## src/rtl/led_seq_pkg.sv

```systemverilog
// rtl/led_seq_pkg.sv - mode encodings, init patterns and step rules for the LED sequencer
//
// Purpose: shared definitions for led_seq_ctrl and led_key_debounce.
//   mode_e        : 2-bit display mode encoding
//   INIT_*        : pattern loaded when a mode is entered
//   next_mode()   : mode advance on a button press, 3 wraps to 0
//   init_pattern(): initial LED pattern for a mode
//   next_pattern(): pattern after one step in a mode
// Ports: none (package).

package led_seq_pkg;

   typedef enum logic [1:0] {
      MODE_WALK_L = 2'd0,
      MODE_WALK_R = 2'd1,
      MODE_BLINK  = 2'd2,
      MODE_COUNT  = 2'd3
   } mode_e;

   localparam logic [3:0] INIT_WALK_L = 4'b0001;
   localparam logic [3:0] INIT_WALK_R = 4'b1000;
   localparam logic [3:0] INIT_BLINK  = 4'b1111;
   localparam logic [3:0] INIT_COUNT  = 4'b0000;

   function automatic mode_e next_mode(input mode_e m);
      mode_e r;
      case (m)
         MODE_WALK_L: r = MODE_WALK_R;
         MODE_WALK_R: r = MODE_BLINK;
         MODE_BLINK:  r = MODE_COUNT;
         default:     r = MODE_WALK_L;
      endcase
      return r;
   endfunction

   function automatic logic [3:0] init_pattern(input mode_e m);
      logic [3:0] r;
      case (m)
         MODE_WALK_L: r = INIT_WALK_L;
         MODE_WALK_R: r = INIT_WALK_R;
         MODE_BLINK:  r = INIT_BLINK;
         default:     r = INIT_COUNT;
      endcase
      return r;
   endfunction

   function automatic logic [3:0] next_pattern(input mode_e m, input logic [3:0] cur);
      logic [3:0] r;
      case (m)
         MODE_WALK_L: r = {cur[2:0], cur[3]};
         MODE_WALK_R: r = {cur[0], cur[3:1]};
         MODE_BLINK:  r = ~cur;
         default:     r = cur + 4'd1;
      endcase
      return r;
   endfunction

endpackage

```

## src/rtl/led_key_debounce.sv

```systemverilog
// rtl/led_key_debounce.sv - push-button synchronizer, debouncer and press pulse
//
// Purpose: brings the raw active-low key into the clk domain through two
// flops, accepts a new level only after it has been stable for DEB_CYCLES
// consecutive cycles, and flags the accepted 1->0 transition as a press.
// Ports:
//   clk_i    in  1  system clock
//   rst_n_i  in  1  asynchronous active-low reset
//   key_n_i  in  1  raw push-button, active-low, asynchronous, bouncy
//   press_o  out 1  one-cycle pulse; the debounced level falls on the
//                   clock edge that ends this cycle

module led_key_debounce
   import led_seq_pkg::*;
#(
   parameter int unsigned DEB_CYCLES = 1_000_000
) (
   input  logic clk_i,
   input  logic rst_n_i,
   input  logic key_n_i,
   output logic press_o
);

   localparam int unsigned DEB_W = $clog2(DEB_CYCLES);
   localparam logic [DEB_W-1:0] DEB_LAST = DEB_W'(DEB_CYCLES - 1);

   logic             sync1_q;
   logic             key_s_q;
   logic             key_db_q, key_db_d;
   logic [DEB_W-1:0] cnt_q, cnt_d;
   logic             accept;

   // The synchronized key has differed from the accepted level for
   // DEB_CYCLES consecutive cycles including this one.
   assign accept = (key_s_q != key_db_q) && (cnt_q == DEB_LAST);

   always_comb begin
      key_db_d = key_db_q;
      cnt_d    = '0;
      if (key_s_q != key_db_q) begin
         if (cnt_q == DEB_LAST) begin
            key_db_d = key_s_q;
         end else begin
            cnt_d = cnt_q + 1'b1;
         end
      end
   end

   // Driven only from flops, so there is no path from key_n_i to the LEDs.
   assign press_o = accept & ~key_s_q;

   always_ff @(posedge clk_i or negedge rst_n_i) begin
      if (!rst_n_i) begin
         sync1_q  <= 1'b1;
         key_s_q  <= 1'b1;
         key_db_q <= 1'b1;
         cnt_q    <= '0;
      end else begin
         sync1_q  <= key_n_i;
         key_s_q  <= sync1_q;
         key_db_q <= key_db_d;
         cnt_q    <= cnt_d;
      end
   end

endmodule

```

## src/rtl/led_seq_ctrl.sv

```systemverilog
// rtl/led_seq_ctrl.sv - mode-controlled pattern sequencer for the 4-LED bank
//
// Purpose: a debounced button press cycles through four display modes; the
// pattern of the current mode advances once every STEP_CYCLES clocks unless
// pause is high. A press always reloads the new mode's initial pattern and
// restarts the step interval, even while paused.
// Ports:
//   clk      in  1  system clock, 50 MHz nominal
//   rst_led  in  1  asynchronous active-low reset
//   key_n    in  1  raw push-button, active-low, asynchronous, bouncy
//   pause    in  1  level; 1 freezes the step counter and the pattern
//   led      out 4  LED drive, 1 = on (registered)
//   mode     out 2  current mode (registered)

module led_seq_ctrl
   import led_seq_pkg::*;
#(
   parameter int unsigned STEP_CYCLES = 50_000_000,
   parameter int unsigned DEB_CYCLES  = 1_000_000
) (
   input  logic       clk,
   input  logic       rst_led,
   input  logic       key_n,
   input  logic       pause,
   output logic [3:0] led,
   output logic [1:0] mode
);

   localparam int unsigned STEP_W = $clog2(STEP_CYCLES);
   localparam logic [STEP_W-1:0] STEP_LAST = STEP_W'(STEP_CYCLES - 1);

   logic              press;
   mode_e             mode_q;
   logic [3:0]        led_q;
   logic [STEP_W-1:0] step_q;

   led_key_debounce #(
      .DEB_CYCLES (DEB_CYCLES)
   ) u_key (
      .clk_i   (clk),
      .rst_n_i (rst_led),
      .key_n_i (key_n),
      .press_o (press)
   );

   // Press has priority over a coinciding step, so a step that lands on
   // the same edge as a press is dropped and the new mode starts clean.
   always_ff @(posedge clk or negedge rst_led) begin
      if (!rst_led) begin
         mode_q <= MODE_WALK_L;
         led_q  <= INIT_WALK_L;
         step_q <= '0;
      end else if (press) begin
         mode_q <= next_mode(mode_q);
         led_q  <= init_pattern(next_mode(mode_q));
         step_q <= '0;
      end else if (!pause) begin
         if (step_q == STEP_LAST) begin
            step_q <= '0;
            led_q  <= next_pattern(mode_q, led_q);
         end else begin
            step_q <= step_q + 1'b1;
         end
      end
   end

   assign led  = led_q;
   assign mode = mode_q;

endmodule

```

## config.mk

```make
export PLATFORM = sky130hd
export DESIGN_NAME = led_seq_ctrl
export DESIGN_NICKNAME = d
export VERILOG_FILES = /design/src/rtl/led_seq_pkg.sv /design/src/rtl/led_key_debounce.sv /design/src/rtl/led_seq_ctrl.sv
export SDC_FILE = /design/constraint.sdc
export NUM_CORES = 1
export LEC_CHECK = 0
export CORE_MARGIN = 2
export CORE_UTILIZATION = 60
export CTS_CLUSTER_SIZE = 40
export DETAILED_ROUTE_END_ITERATION = 8
export GPL_ROUTABILITY_DRIVEN = 0
export PLACE_DENSITY = 0.79
export SYNTH_ARGS = -nofsm -noshare
export SYNTH_HDL_FRONTEND = slang
export SYNTH_SLANG_ARGS = --single-unit
```

## constraint.sdc

```tcl
create_clock -name clk -period 2.4 [get_ports clk]
set_input_delay 0.24 -clock clk [delete_from_list [all_inputs] [get_ports clk]]
set_output_delay 0.24 -clock clk [all_outputs]
set_load 0.01 [all_outputs]
```

==> flow_summary.json, run 1 <==
{
  "reg2reg_from": "step_q[10]",
  "syn_area_sq_um": 3020,
  "finalSetupViolations": 0,
  "use_met2": 0.357,
  "die_x_um": 75.0,
  "drc": 0,
  "met3_usage": 0.0509,
  "min-delay-start": "key_n",
  "rows": 25,
  "vias": 2355,
  "grt_max_degree": 32,
  "critPathMaxStageDelay_ns": 0.63,
  "status": "finished, final reports clean",
  "crit_start": "step_q[10]",
  "yosysTopAreaCell": "dfrtp_1",
  "postRouteAntennaNets": 0,
  "via_per_inst": 5.77,
  "place_ws_ns": 0.0376,
  "cts-root-buf": "clkbuf_8",
  "vdd.ir_drop.worst_uv": 414,
  "cts_buffers": 5,
  "fin_cells": 408,
  "antenna_cells": 0,
  "synth-main-ff-cell": "dfrtp_1",
  "placed_cells_incl_taps": 399,
  "synth_edf_count": 0,
  "clkTransAtPathRegs_ns": 0.10,
  "portBuffers": 9,
  "finalPower_uw": 1830,
  "grt_pass1_wl_um": 10300,
  "post-route-util": 0.703,
  "grt_pass1_vias": 2180,
  "grtUsageTotal": 0.241,
  "met1_usage": 0.361,
  "syn2layout_area_growth_pct": 11.3,
  "postSynthCellCount": 323,
  "min_period_ns": 2.22,
  "crit_family": "simple AND/OR/NAND/NOR gates",
  "wl_per_cell_um": 14.6,
  "netlist_top_cells_area": "dfrtp_1, nor2_1, xor2_1",
  "wirelength_um": 5950,
  "max_slew.worst_pin.slew_ns": 0.649,
  "fin_nets": 352,
  "cts_buffer_depth": 2,
  "drt_first_pass_iters": 5,
  "dieArea_sq_um": 5620,
  "placeableCoreArea_sq_um": 4790,
  "synth_area_per_cell_sq_um": 9.35,
  "synth_most_common_cell": "nor2_1",
  "fin_crit_sh": 0.927,
  "relSlewSlack": 0.563,
  "ys_ff_latch": 55,
  "fillers": 397,
  "initial_core_util": 0.631,
  "synthDistinctLibCells": 44,
  "power_density_nw_per_um2": 543,
  "cap_violations": 0,
  "antenna_found_initial": 0,
  "end_kind": "flop",
  "startpoint_type": "flop",
  "io_pins": 10,
  "cp_num_buf_inv": 0,
  "synthArstFlopShare": 1.00,
  "synthTopCellsByCount": "nor2_1, dfrtp_1, nand2_1, xor2_1, nand3_1",
  "clkSinkCount": 55,
  "setup_slack_ns": 0.176,
  "fin_skew_ns": 0.00814,
  "die_height_um": 75.0,
  "fmax_mhz": 450,
  "crit_type": "reg -> reg",
  "crit_chain": "nor4bb_1, nand4_1, or4_1, o21ai_4, nor2_1, a21oi_1",
  "leakage_uw": 0.00144,
  "cp_slowest_cell": "or4_1",
  "synth_warnings": 0,
  "required_ns": 2.63,
  "crit_arrival_ns": 2.46,
  "fin_setup_tns_ns": 0,
  "report.final.slew_viol_count": 0,
  "synth_nets": 335,
  "hold_violations": 0,
  "drt_iter0_markers": 146,
  "cts_setup_buffers": 0,
  "clock_latency_ns": 0.31,
  "cts_tree": "yes",
  "hp-class": "in -> reg",
  "yosys.area.top_type_share": 0.422,
  "drive_gt1_frac": 0.103,
  "cts_htree_levels": 2,
  "dp_hpwl_um": 4310,
  "ys_seq_area_frac": 0.457,
  "critPathMaxFanout": 17,
  "busiest_layer": "met1",
  "grt-ovfl-total": 0,
  "rsz0062_at_grt": "false"
}
state kept, by name, summed over array words and instances (netlist names):
signal,cells
led,4
mode,2
step_q,26
u_key.cnt_q,20
u_key.key_db_q,1
u_key.key_s_q,1
u_key.sync1_q,1
routing by layer:
metal | wire length, um | part of all wire
met2 | 2660 | 0.45
met5 | 0 | 0
met1 | 2940 | 0.49
met4 | 36 | 0.0061
met3 | 311 | 0.052
cell families (layout without fill, tap and decap cells):
logic type / count (synthesis) / in the layout / share of synthesized area
AOI/OAI and AO/OA: 41 / 41 / 0.0865
and+or+nand+nor: 159 / 159 / 0.274
DFF: 55 / 55 / 0.457
xor gates and xnor gates: 37 / 37 / 0.107
muxes: 6 / 6 / 0.0203
buffers and inverters: 17 / 35 / 0.0219
adders and majority gates: 8 / 8 / 0.0331
layout make-up:
cell class / count / area (sq um) / area share
Clock buffer: 5 / 68.8 / 0.0205
Inverter: 6 / 22.5 / 0.00670
Multi-Input combinational cell: 251 / 1590 / 0.471
Clock inverter: 3 / 43.8 / 0.0130
Tap cell: 67 / 83.8 / 0.0249
Sequential cell: 55 / 1380 / 0.411
Timing Repair Buffer: 21 / 178 / 0.0528
through the flow:
stage          cell area, sq um  hold slack [ns]
3_3_place_gp               3230            0.225
6_report                   3360            0.325
3_5_place_dp               3230            0.231
5_1_grt                    3360            0.327
2_1_floorplan              3020          -0.0556
4_1_cts                    3350            0.324
worst reg2reg max path, cell delays in order (launching register included):
cell      delay [ns]
dfrtp_1         0.44
nor4bb_1        0.30
nand4_1         0.16
or4_1           0.63
o21ai_4         0.43
nor2_1          0.07
a21oi_1         0.12
layout by cell type, fill, tap and decap left out, types with 3 or more instances in the layout:
cell / netlist / routed
dfstp_2: 4 / 4
a21oi_1: 18 / 18
nor4_1: 3 / 3
o21ai_0: 11 / 11
nor3_1: 8 / 8
xor2_1: 22 / 22
nor2_1: 58 / 58
ha_1: 8 / 8
dfrtp_1: 51 / 51
nand4_1: 13 / 13
nand3_1: 20 / 20
or4_1: 5 / 4
nand2_1: 22 / 22
clkdlybuf4s50_1: 0 / 8
and4_1: 3 / 3
buf_4: 0 / 11
mux2i_1: 5 / 5
xnor2_1: 15 / 15
a222oi_1: 3 / 3
and3_1: 8 / 8
inv_1: 6 / 6
clkbuf_8: 0 / 5
power by group:
part           switching, uW  internal, uW  leakage (uW)
combinational           96.1          72.9      0.000672
clock                    302           311     0.0000581
sequential              59.2           984      0.000712
total                    458          1370       0.00144
repair_timing:
action	in CTS	in global routing
hold endpoints to repair	24	0
endpoints found under the setup margin	0	15
hold buffers	1	0
gates resized for setup	0	2
worst paths after layout:
| kind | endpoint | slack [ns] | cells after the start |
|---|---|---|---|
| max | led[1] | 0.18 | 6 |
| min | u_key.sync1_q | 0.33 | 1 |
| max reg2reg | led[1] | 0.18 | 6 |
| min reg2reg | u_key.key_s_q | 0.36 | 0 |
| max in group asynchronous | led[0] | 1.53 | 3 |
| min in group asynchronous | u_key.key_db_q | 0.43 | 2 |
Note: power is estimated with default switching activity, not from simulation.
==> run 2: changes to the inputs <==
--- a/config.mk
+++ b/config.mk
@@ -9,7 +9,6 @@
 export CORE_UTILIZATION = 60
 export CTS_CLUSTER_SIZE = 40
 export DETAILED_ROUTE_END_ITERATION = 8
-export GPL_ROUTABILITY_DRIVEN = 0
 export PLACE_DENSITY = 0.79
 export SYNTH_ARGS = -nofsm -noshare
 export SYNTH_HDL_FRONTEND = slang
==> results of run 2 <==
Same layout as run 1: the final DEF is identical, and so are final timing and power.
